### src/rtl/branch_pkg.sv
`default_nettype none
// ============================================================================
//  Module      : branch_pkg
//  Description : Shared types and constants for the branch prediction unit:
//                branch op encoding, 2-bit counter values, and the FSM
//                state type.
//  Revision    : 1.0 - initial release
// ============================================================================
package branch_pkg;

    // Branch op encoding as carried in the EX stage. Code 7 behaves as NONE.
    typedef enum logic [2:0] {
        OP_NONE = 3'd0,
        OP_BEQ  = 3'd1,
        OP_BNE  = 3'd2,
        OP_BLTZ = 3'd3,
        OP_BGTZ = 3'd4,
        OP_BLEZ = 3'd5,
        OP_BGEZ = 3'd6,
        OP_RSVD = 3'd7
    } br_op_t;

    // 2-bit saturating counter values; the MSB is the prediction.
    localparam logic [1:0] CTR_SNT = 2'd0;
    localparam logic [1:0] CTR_WNT = 2'd1;
    localparam logic [1:0] CTR_WT  = 2'd2;
    localparam logic [1:0] CTR_ST  = 2'd3;

    localparam logic [1:0] CTR_INIT_DEFAULT = CTR_WNT;

    // Table sweep after reset, then normal operation.
    typedef enum logic [0:0] {
        ST_INIT = 1'b0,
        ST_RUN  = 1'b1
    } bpu_state_t;

endpackage : branch_pkg
`default_nettype wire

### src/rtl/branch_cond_eval.sv
`default_nettype none
// ============================================================================
//  Module      : branch_cond_eval
//  Description : Combinational evaluation of the six MIPS conditional
//                branches from raw register operands.
//  Ports       : op        - branch op code (branch_pkg::br_op_t encoding)
//                rs_val    - first operand
//                rt_val    - second operand (BEQ/BNE only)
//                is_branch - op is one of the six conditional branches
//                taken     - branch condition holds (0 when not a branch)
//  Revision    : 1.0 - initial release
// ============================================================================
module branch_cond_eval
    import branch_pkg::*;
#(
    parameter int DATA_W = 32
) (
    input  logic [2:0]        op,
    input  logic [DATA_W-1:0] rs_val,
    input  logic [DATA_W-1:0] rt_val,
    output logic              is_branch,
    output logic              taken
);

    logic w_neg;
    logic w_zero;
    logic w_eq;

    // Signed compare against zero reduces to sign bit and zero detect.
    assign w_neg  = rs_val[DATA_W-1];
    assign w_zero = (rs_val == '0);
    assign w_eq   = (rs_val == rt_val);

    always_comb begin
        is_branch = 1'b1;
        taken     = 1'b0;
        case (br_op_t'(op))
            OP_BEQ:  taken = w_eq;
            OP_BNE:  taken = !w_eq;
            OP_BLTZ: taken = w_neg;
            OP_BGTZ: taken = !w_neg && !w_zero;
            OP_BLEZ: taken = w_neg || w_zero;
            OP_BGEZ: taken = !w_neg;
            default: is_branch = 1'b0;
        endcase
    end

endmodule : branch_cond_eval
`default_nettype wire

### src/rtl/branch_predict_unit.sv
`default_nettype none
// ============================================================================
//  Module      : branch_predict_unit
//  Description : Direct-mapped table of 2-bit saturating counters indexed by
//                PC. IF reads a combinational prediction; EX resolves the
//                branch internally, updates the table and produces a
//                registered mispredict flag and saturating statistics.
//                After reset the table is swept to CTR_INIT.
//  Ports       : clk, rst          - clock, synchronous active-high reset
//                ready             - sweep done, lookups/updates active
//                if_pc/pred_taken  - fetch lookup
//                ex_*              - EX-stage branch to resolve
//                rs_val/rt_val     - register operands of the EX branch
//                res_valid/res_taken/mispredict - registered resolve result
//                branch_cnt/mispredict_cnt      - saturating statistics
//  Revision    : 1.0 - initial release
// ============================================================================
module branch_predict_unit
    import branch_pkg::*;
#(
    parameter int         DATA_W    = 32,
    parameter int         PC_W      = 32,
    parameter int         BHT_DEPTH = 64,
    parameter logic [1:0] CTR_INIT  = CTR_INIT_DEFAULT,
    parameter int         CNT_W     = 16
) (
    input  logic              clk,
    input  logic              rst,
    output logic              ready,
    input  logic [PC_W-1:0]   if_pc,
    output logic              pred_taken,
    input  logic              ex_valid,
    input  logic [2:0]        ex_op,
    input  logic [PC_W-1:0]   ex_pc,
    input  logic [DATA_W-1:0] rs_val,
    input  logic [DATA_W-1:0] rt_val,
    input  logic              ex_pred_taken,
    output logic              res_valid,
    output logic              res_taken,
    output logic              mispredict,
    output logic [CNT_W-1:0]  branch_cnt,
    output logic [CNT_W-1:0]  mispredict_cnt
);

    localparam int               IDX_W      = $clog2(BHT_DEPTH);
    localparam logic [IDX_W-1:0] C_LAST_IDX = IDX_W'(BHT_DEPTH - 1);
    localparam logic [CNT_W-1:0] C_CNT_MAX  = '1;

    bpu_state_t       r_state;
    bpu_state_t       w_state_nxt;
    logic             w_ready;
    logic [IDX_W-1:0] r_init_idx;
    logic [1:0]       r_bht [BHT_DEPTH];

    logic [IDX_W-1:0] w_if_idx;
    logic [IDX_W-1:0] w_ex_idx;
    logic             w_is_branch;
    logic             w_taken;
    logic             w_resolve;
    logic             w_mispredict;
    logic [1:0]       w_ctr_cur;
    logic [1:0]       w_ctr_nxt;

    logic             r_res_valid;
    logic             r_res_taken;
    logic             r_mispredict;
    logic [CNT_W-1:0] r_branch_cnt;
    logic [CNT_W-1:0] r_mispredict_cnt;

    // PCs are word aligned; only the index bits select an entry.
    assign w_if_idx = if_pc[IDX_W+1:2];
    assign w_ex_idx = ex_pc[IDX_W+1:2];

    logic w_unused_pc_bits;
    assign w_unused_pc_bits = ^{if_pc[PC_W-1:IDX_W+2], if_pc[1:0],
                                ex_pc[PC_W-1:IDX_W+2], ex_pc[1:0]};

    branch_cond_eval #(
        .DATA_W    (DATA_W)
    ) u_cond (
        .op        (ex_op),
        .rs_val    (rs_val),
        .rt_val    (rt_val),
        .is_branch (w_is_branch),
        .taken     (w_taken)
    );

    // ------------------------------------------------------------------
    // Sweep / run FSM
    // ------------------------------------------------------------------
    always_ff @(posedge clk) begin
        if (rst) begin
            r_state <= ST_INIT;
        end else begin
            r_state <= w_state_nxt;
        end
    end

    always_comb begin
        w_state_nxt = r_state;
        w_ready     = 1'b0;
        case (r_state)
            ST_INIT: begin
                if (r_init_idx == C_LAST_IDX) begin
                    w_state_nxt = ST_RUN;
                end
            end
            ST_RUN: begin
                w_ready = 1'b1;
            end
            default: begin
                w_state_nxt = ST_INIT;
            end
        endcase
    end

    always_ff @(posedge clk) begin
        if (rst) begin
            r_init_idx <= '0;
        end else if (r_state == ST_INIT) begin
            r_init_idx <= r_init_idx + 1'b1;
        end
    end

    // ------------------------------------------------------------------
    // Counter table. Not reset: the sweep defines every entry before use.
    // ------------------------------------------------------------------
    assign w_resolve    = ex_valid && w_ready && w_is_branch;
    assign w_mispredict = (w_taken != ex_pred_taken);
    assign w_ctr_cur    = r_bht[w_ex_idx];

    always_comb begin
        w_ctr_nxt = w_ctr_cur;
        if (w_taken) begin
            if (w_ctr_cur != CTR_ST) begin
                w_ctr_nxt = w_ctr_cur + 2'd1;
            end
        end else begin
            if (w_ctr_cur != CTR_SNT) begin
                w_ctr_nxt = w_ctr_cur - 2'd1;
            end
        end
    end

    always_ff @(posedge clk) begin
        if (!rst) begin
            if (r_state == ST_INIT) begin
                r_bht[r_init_idx] <= CTR_INIT;
            end else if (w_resolve) begin
                r_bht[w_ex_idx] <= w_ctr_nxt;
            end
        end
    end

    // ------------------------------------------------------------------
    // Resolve pipeline register and statistics
    // ------------------------------------------------------------------
    always_ff @(posedge clk) begin
        if (rst) begin
            r_res_valid      <= 1'b0;
            r_res_taken      <= 1'b0;
            r_mispredict     <= 1'b0;
            r_branch_cnt     <= '0;
            r_mispredict_cnt <= '0;
        end else begin
            r_res_valid  <= w_resolve;
            r_res_taken  <= w_resolve && w_taken;
            r_mispredict <= w_resolve && w_mispredict;
            if (w_resolve && (r_branch_cnt != C_CNT_MAX)) begin
                r_branch_cnt <= r_branch_cnt + 1'b1;
            end
            if (w_resolve && w_mispredict && (r_mispredict_cnt != C_CNT_MAX)) begin
                r_mispredict_cnt <= r_mispredict_cnt + 1'b1;
            end
        end
    end

    assign ready          = w_ready;
    assign pred_taken     = w_ready && r_bht[w_if_idx][1];
    assign res_valid      = r_res_valid;
    assign res_taken      = r_res_taken;
    assign mispredict     = r_mispredict;
    assign branch_cnt     = r_branch_cnt;
    assign mispredict_cnt = r_mispredict_cnt;

endmodule : branch_predict_unit
`default_nettype wire

### config.mk
export PLATFORM = sky130hd
export DESIGN_NAME = branch_predict_unit
export DESIGN_NICKNAME = d
export VERILOG_FILES = /design/src/rtl/branch_pkg.sv /design/src/rtl/branch_cond_eval.sv /design/src/rtl/branch_predict_unit.sv
export SDC_FILE = /design/constraint.sdc
export NUM_CORES = 1
export LEC_CHECK = 0
export CAP_MARGIN = 25
export CORE_MARGIN = 3
export CORE_UTILIZATION = 56
export CTS_BUF_LIST = sky130_fd_sc_hd__clkbuf_8 sky130_fd_sc_hd__clkbuf_16
export DETAILED_ROUTE_END_ITERATION = 8
export GPL_TIMING_DRIVEN = 1
export HOLD_SLACK_MARGIN = 0.12
export MAX_ROUTING_LAYER = met4
export PLACE_DENSITY = 0.93
export SLEW_MARGIN = 20
export SYNTH_ARGS = -nofsm -noshare
export SYNTH_HDL_FRONTEND = slang
export SYNTH_SLANG_ARGS = --single-unit
### constraint.sdc
create_clock -name clk -period 11.1 [get_ports clk]
set_input_delay 2.775 -clock clk [delete_from_list [all_inputs] [get_ports clk]]
set_output_delay 2.775 -clock clk [all_outputs]
set_load 0.05 [all_outputs]
Word level (Yosys, flattened, before mapping)
Memories as Yosys holds them, arrays and structs flattened.
Index checks and enable logic that the tools add are counted.
- register bits: 42
- memory bits (writable): 128
- output and inout bits: 37
- memories kept: 1
- memory list (memory ; depth ; bits a word ; rd ports ; clocked after memory_dff ; write ports ; RTL line ; RTL):
    r_bht ; 64 ; 2 ; 2 ; 0 ; 1 ; branch_predict_unit.sv:53 ; logic [1:0] r_bht [BHT_DEPTH];
- $add $sub $neg: 5
- equal/unequal tests: 12
- mux-type cells: 18
- reduce and logical (&&, ||, !) cells: 16
- operator list (operator ; count):
    $add 16x1->16 const B ; 2
    $eq 32x32->1 ; 1
    $logic_not 32->1 ; 1
    $ne 16x16->1 const B ; 2
    $mux 1 ; 12
    $eq 3x3->1 const B ; 3
    $logic_and 1x1->1 ; 8
    $mux 2 ; 4
    $add 6x1->6 const B ; 1
    $eq 3x2->1 const B ; 2
    $eq 6x6->1 const B ; 1
    $mux 6 ; 1
    $pmux 1 s6 ; 1
    $reduce_or 6->1 ; 1
    $eq 3x1->1 const B ; 1
    $logic_not 1->1 ; 3
    $add 2x1->2 const B ; 1
    $ne 2x2->1 const B ; 1
    $reduce_bool 2->1 ; 1
    $reduce_or 2->1 ; 1
    $sub 2x1->2 const B ; 1
    $logic_or 1x1->1 ; 1
    $ne 1x1->1 ; 1

Depth between registers and ports, before layout
- depth after elaboration: 10
- gate-level depth with buffers: 11
- depth with buffers taken out: 9

Cells and area by module
A second synthesis with hierarchy kept.
- cell total of the unflattened synthesis: 642
- area, all modules: 8281.7 um2
- by module, submodules not included (module ; times used ; cells each ; area an instance (um2)):
    branch_predict_unit ; 1 ; 576 ; 7785.0
    branch_cond_eval ; 1 ; 66 ; 496.7

Worst setup path after synthesis
Ideal clock, no wire load.
- path kind: input to register
- start: in ex_pc[2]
- end: mem r_bht[0][0] (data pin)
- library setup time: 0.702 ns
- arrival time: 7.222 ns
- setup slack: 3.176 ns
- stages on the path: 8
- buffers on the path: 2
- cells stage by stage: clkbuf_1 -> buf_2 -> mux4_2 -> a22oi_1 -> a21oi_1 -> nor4_1 -> a21oi_1 -> o21ai_0
- cells in the longest elaborated chain, start to end: 5
- RTL lines (element ; RTL line ; RTL):
    start, declared ; branch_predict_unit.sv:34 ; input logic [PC_W-1:0] ex_pc,
    $mem_v2 64x2 (*) ; - ;
    $sub 2x1->2, or another cell as far along ; branch_predict_unit.sv:140 ; w_ctr_nxt = w_ctr_cur - 2'd1;
    $mux 2 (on tied branches) ; branch_predict_unit.sv:139, branch_predict_unit.sv:135 ;
    $mux 2 (*) ; branch_predict_unit.sv:134 ; if (w_taken) begin
    $mux 2 (no source line) (*) ; - ;
    end, declared ; branch_predict_unit.sv:53 ;
Every way passes the cells marked *; elsewhere a longest branch is shown, timed or not.

Final worst setup path
- start: in if_pc[3]
- end: out pred_taken
- cells in the longest elaborated chain, start to end: 2
- RTL lines (element ; RTL line ; RTL):
    start, declared ; branch_predict_unit.sv:30 ; input logic [PC_W-1:0] if_pc,
    $mem_v2 64x2 ; - ;
    $logic_and 1x1->1 ; branch_predict_unit.sv:179 ; assign pred_taken = w_ready && r_bht[w_if_idx][1];
    end, declared ; branch_predict_unit.sv:31 ; output logic pred_taken,
No other way between the ends.

==> results.txt <==
Run status - finished clean
Initial Util - 0.5862
Root buf cell - clkbuf_16
DRT antenna net count - 0
Final WL - 22810 um
Post-CTS Setup Bufs - 0
Port Buffer Count - 119
Hold Path Class - reg -> reg
Yosys reg bits - 170
Nets - 888
DRC viols - 0
Power, Total - 1.402 mW
PostCTS Resize Cnt - 0
Seq/Total Area, Yosys - 0.5626
Setup TNS - 0 ns
Unique cell type count in the Yosys netlist - 49
Reg2reg path depth - 6
Final cell count without fillers - 943
Vias in the first global route - 6238
GRT Total Usage - 0.2903
Final clock skew - 0.01170 ns
Fin crit share - 0.8167
Vias per cell - 6.667
RSZ-0062 raised after global routing - no
Max rail drop VDD - 0.08703 mV
Io pins - 172
Die extent in x - 127.9 um
WL/cell - 24.19 um
CTS tree - yes
CTS Sinks - 170
Synthesized area - 8327 sq um
Static leakage - 3.443 nW
Clock-pin slew on the worst setup and hold paths - 0.06 ns
Area Growth Syn to Fin - 23.79%
Syn nets - 773
Rows - 43
CP max FO - 16
Slew Limit Fails - 0
Req. time, crit path - 8.33 ns
End-of-flow core utilization - 0.7257
# hold bufs at CTS - 0
Diode count - 0
Main synth FF type - edfxtp_1
Die ar. - 16370 sq um
Period minus WS final - 9.066 ns
Syn Inst Count - 635
TritonCTS Buffers - 17
Post-Layout Inst Area - 10310 sq um
Slew @ Worst Pin - 0.9580 ns
Ys Warns - 0
Largest net degree at the start of global routing - 47
Hold Crit Depth - 2
Clock tree buffer depth - 2
Avg Inst Size Synth - 13.11 sq um
Initial DRT Pass Iterations - 6
1st-iter DRT viols - 718
Inst Count DP - 911
Placed cell areas - 9673 sq um
Setup slack after layout - 2.034 ns
CTS H-tree depth - 4
Worst-Skew Late Latency - 0.43 ns
First-pass GRT wire length - 34690 um
Final setup vio count - 0
Worst slew margin - 0.3593
Number of synthesized flops with an enable pin - 128
CP arrival - 6.29 ns
WHS - 0.4962 ns
Final hold vios - 0
Max Cap Viol - 0
Setup crit start kind - input pin
Max frequency - 0.1103 GHz
Die height - 127.9 um
Vias - 6287
Detailed Place HPWL - 15250 um
Core area - 14200 sq um
Layout cells sized above 1 - 0.1389
Pre-CTS setup slack - 2.078 ns
Gpl congestion - 0.8933
Initial antenna violation count - 1
Pwr dens - 136.0 nW/um^2
Ys async rst share - 0
Crit path capture type - primary output
Critical path type - in -> out
Grt ovf - 0
cells by family after synthesis:
kind of cell / Yosys count / share of synthesized area
XOR/XNOR: 50 / 0.05259
AO/OA/AOI/OAI: 74 / 0.05800
AND/OR/NAND/NOR: 238 / 0.1406
flip-flops: 170 / 0.5626
adder cells (fa/ha/maj): 3 / 0.004508
multiplexers: 65 / 0.1639
buffers and inverters: 35 / 0.01773
registers in the layout, summed over array words and instances (netlist names):
register and count:
mispredict 1, mispredict_cnt 16, r_bht 128, branch_cnt 16
res_taken 1, res_valid 1, r_state 1, r_init_idx 6
metal layers:
layer | vias to the layer above | share of wire | track usage | wire length, um
met5 | - | 0 | - | 0
met4 | 0 | 0.045 | 0.1261 | 1030
met3 | 107 | 0.11 | 0.07167 | 2399
met2 | 484 | 0.51 | 0.4917 | 11630
met1 | 3007 | 0.34 | 0.3287 | 7745
li1 | 2689 | - | - | -
synthesized netlist by cell type, types with 2 or more instances:
cell type	number	share of area
nor4_1	18	0.014
mux4_2	57	0.15
a211oi_1	2	0.0018
buf_1	3	0.0014
o21a_1	3	0.0027
or3_1	9	0.0068
a21bo_2	3	0.0036
nand3_1	13	0.0078
xor2_1	44	0.046
clkbuf_1	18	0.0081
nand4_1	13	0.0098
o31a_1	2	0.0021
ha_1	3	0.0045
or4_1	6	0.0054
a31oi_1	2	0.0015
o41ai_1	2	0.0021
and3_1	7	0.0053
edfxtp_1	128	0.46
nand2_1	37	0.017
and4_1	4	0.0042
a22oi_1	8	0.0072
buf_2	7	0.0042
o21ai_0	12	0.0072
dfxtp_1	42	0.10
nor2b_1	7	0.0053
nor3_1	2	0.0012
nand2b_1	9	0.0068
mux2i_1	7	0.0084
inv_1	5	0.0023
nor2_1	101	0.046
nand3b_1	5	0.0045
a21oi_1	24	0.014
and2_1	4	0.0030
xnor2_1	6	0.0063
o31ai_1	8	0.0072
where the power goes:
group          internal [mW]  switching (mW)  total, mW  leakage, nW
Combinational         0.0534          0.0534      0.107         1.49
Clock                  0.359           0.258      0.617        0.302
Sequential             0.676         0.00224      0.678         1.65
Total                   1.09           0.313       1.40         3.44
path summary, 6_finish.rpt:
kind,from,slack (ns),to
max,if_pc[3],2.03,pred_taken
min,mispredict_cnt[14]$_SDFFE_PP0P_,0.50,mispredict_cnt[14]$_SDFFE_PP0P_
max reg2reg,r_state$_SDFF_PP0_,7.51,r_bht[11][1]$_DFFE_PP_
min reg2reg,mispredict_cnt[14]$_SDFFE_PP0P_,0.50,mispredict_cnt[14]$_SDFFE_PP0P_
area by class of cell:
| cell class | count | area [sq um] |
|---|---|---|
| repair buffers | 125 | 1231 |
| clock buffers | 17 | 425.4 |
| clock inverters | 15 | 190.2 |
| well taps | 180 | 225.2 |
| flip-flops and latches | 170 | 4684 |
| multi-input cells | 430 | 3528 |
| fillers | 822 | 3896 |
| inverters | 6 | 22.52 |
critical path: stages:
cell             delay, ns
clkdlybuf4s50_1       1.10
mux4_2                0.42
mux4_2                0.53
mux4_2                0.56
and2_1                0.20
clkdlybuf4s50_1       0.70
cell usage in the layout, fill, tap and decap left out, types with 3 or more instances in the layout:
| master | instances |
|---|---|
| nor2_1 | 101 |
| dfxtp_1 | 42 |
| xnor2_1 | 5 |
| nand2b_1 | 9 |
| a22oi_1 | 8 |
| and3_1 | 7 |
| bufinv_16 | 3 |
| a21bo_2 | 3 |
| nor4_1 | 18 |
| clkbuf_16 | 17 |
| edfxtp_1 | 128 |
| and2_1 | 4 |
| a21oi_1 | 23 |
| nand4_1 | 13 |
| or4_1 | 6 |
| inv_1 | 5 |
| clkdlybuf4s50_1 | 118 |
| nand3b_1 | 5 |
| nor2b_1 | 7 |
| o21ai_0 | 11 |
| buf_4 | 6 |
| xor2_1 | 44 |
| nand3_1 | 13 |
| mux4_2 | 57 |
| o31ai_1 | 8 |
| or3_1 | 9 |
| nand2_1 | 37 |
| o21a_1 | 3 |
| inv_6 | 5 |
| ha_1 | 3 |
| clkinv_2 | 3 |
| and4_1 | 4 |
| mux2i_1 | 6 |
Note: power is estimated with default switching activity, not from simulation.
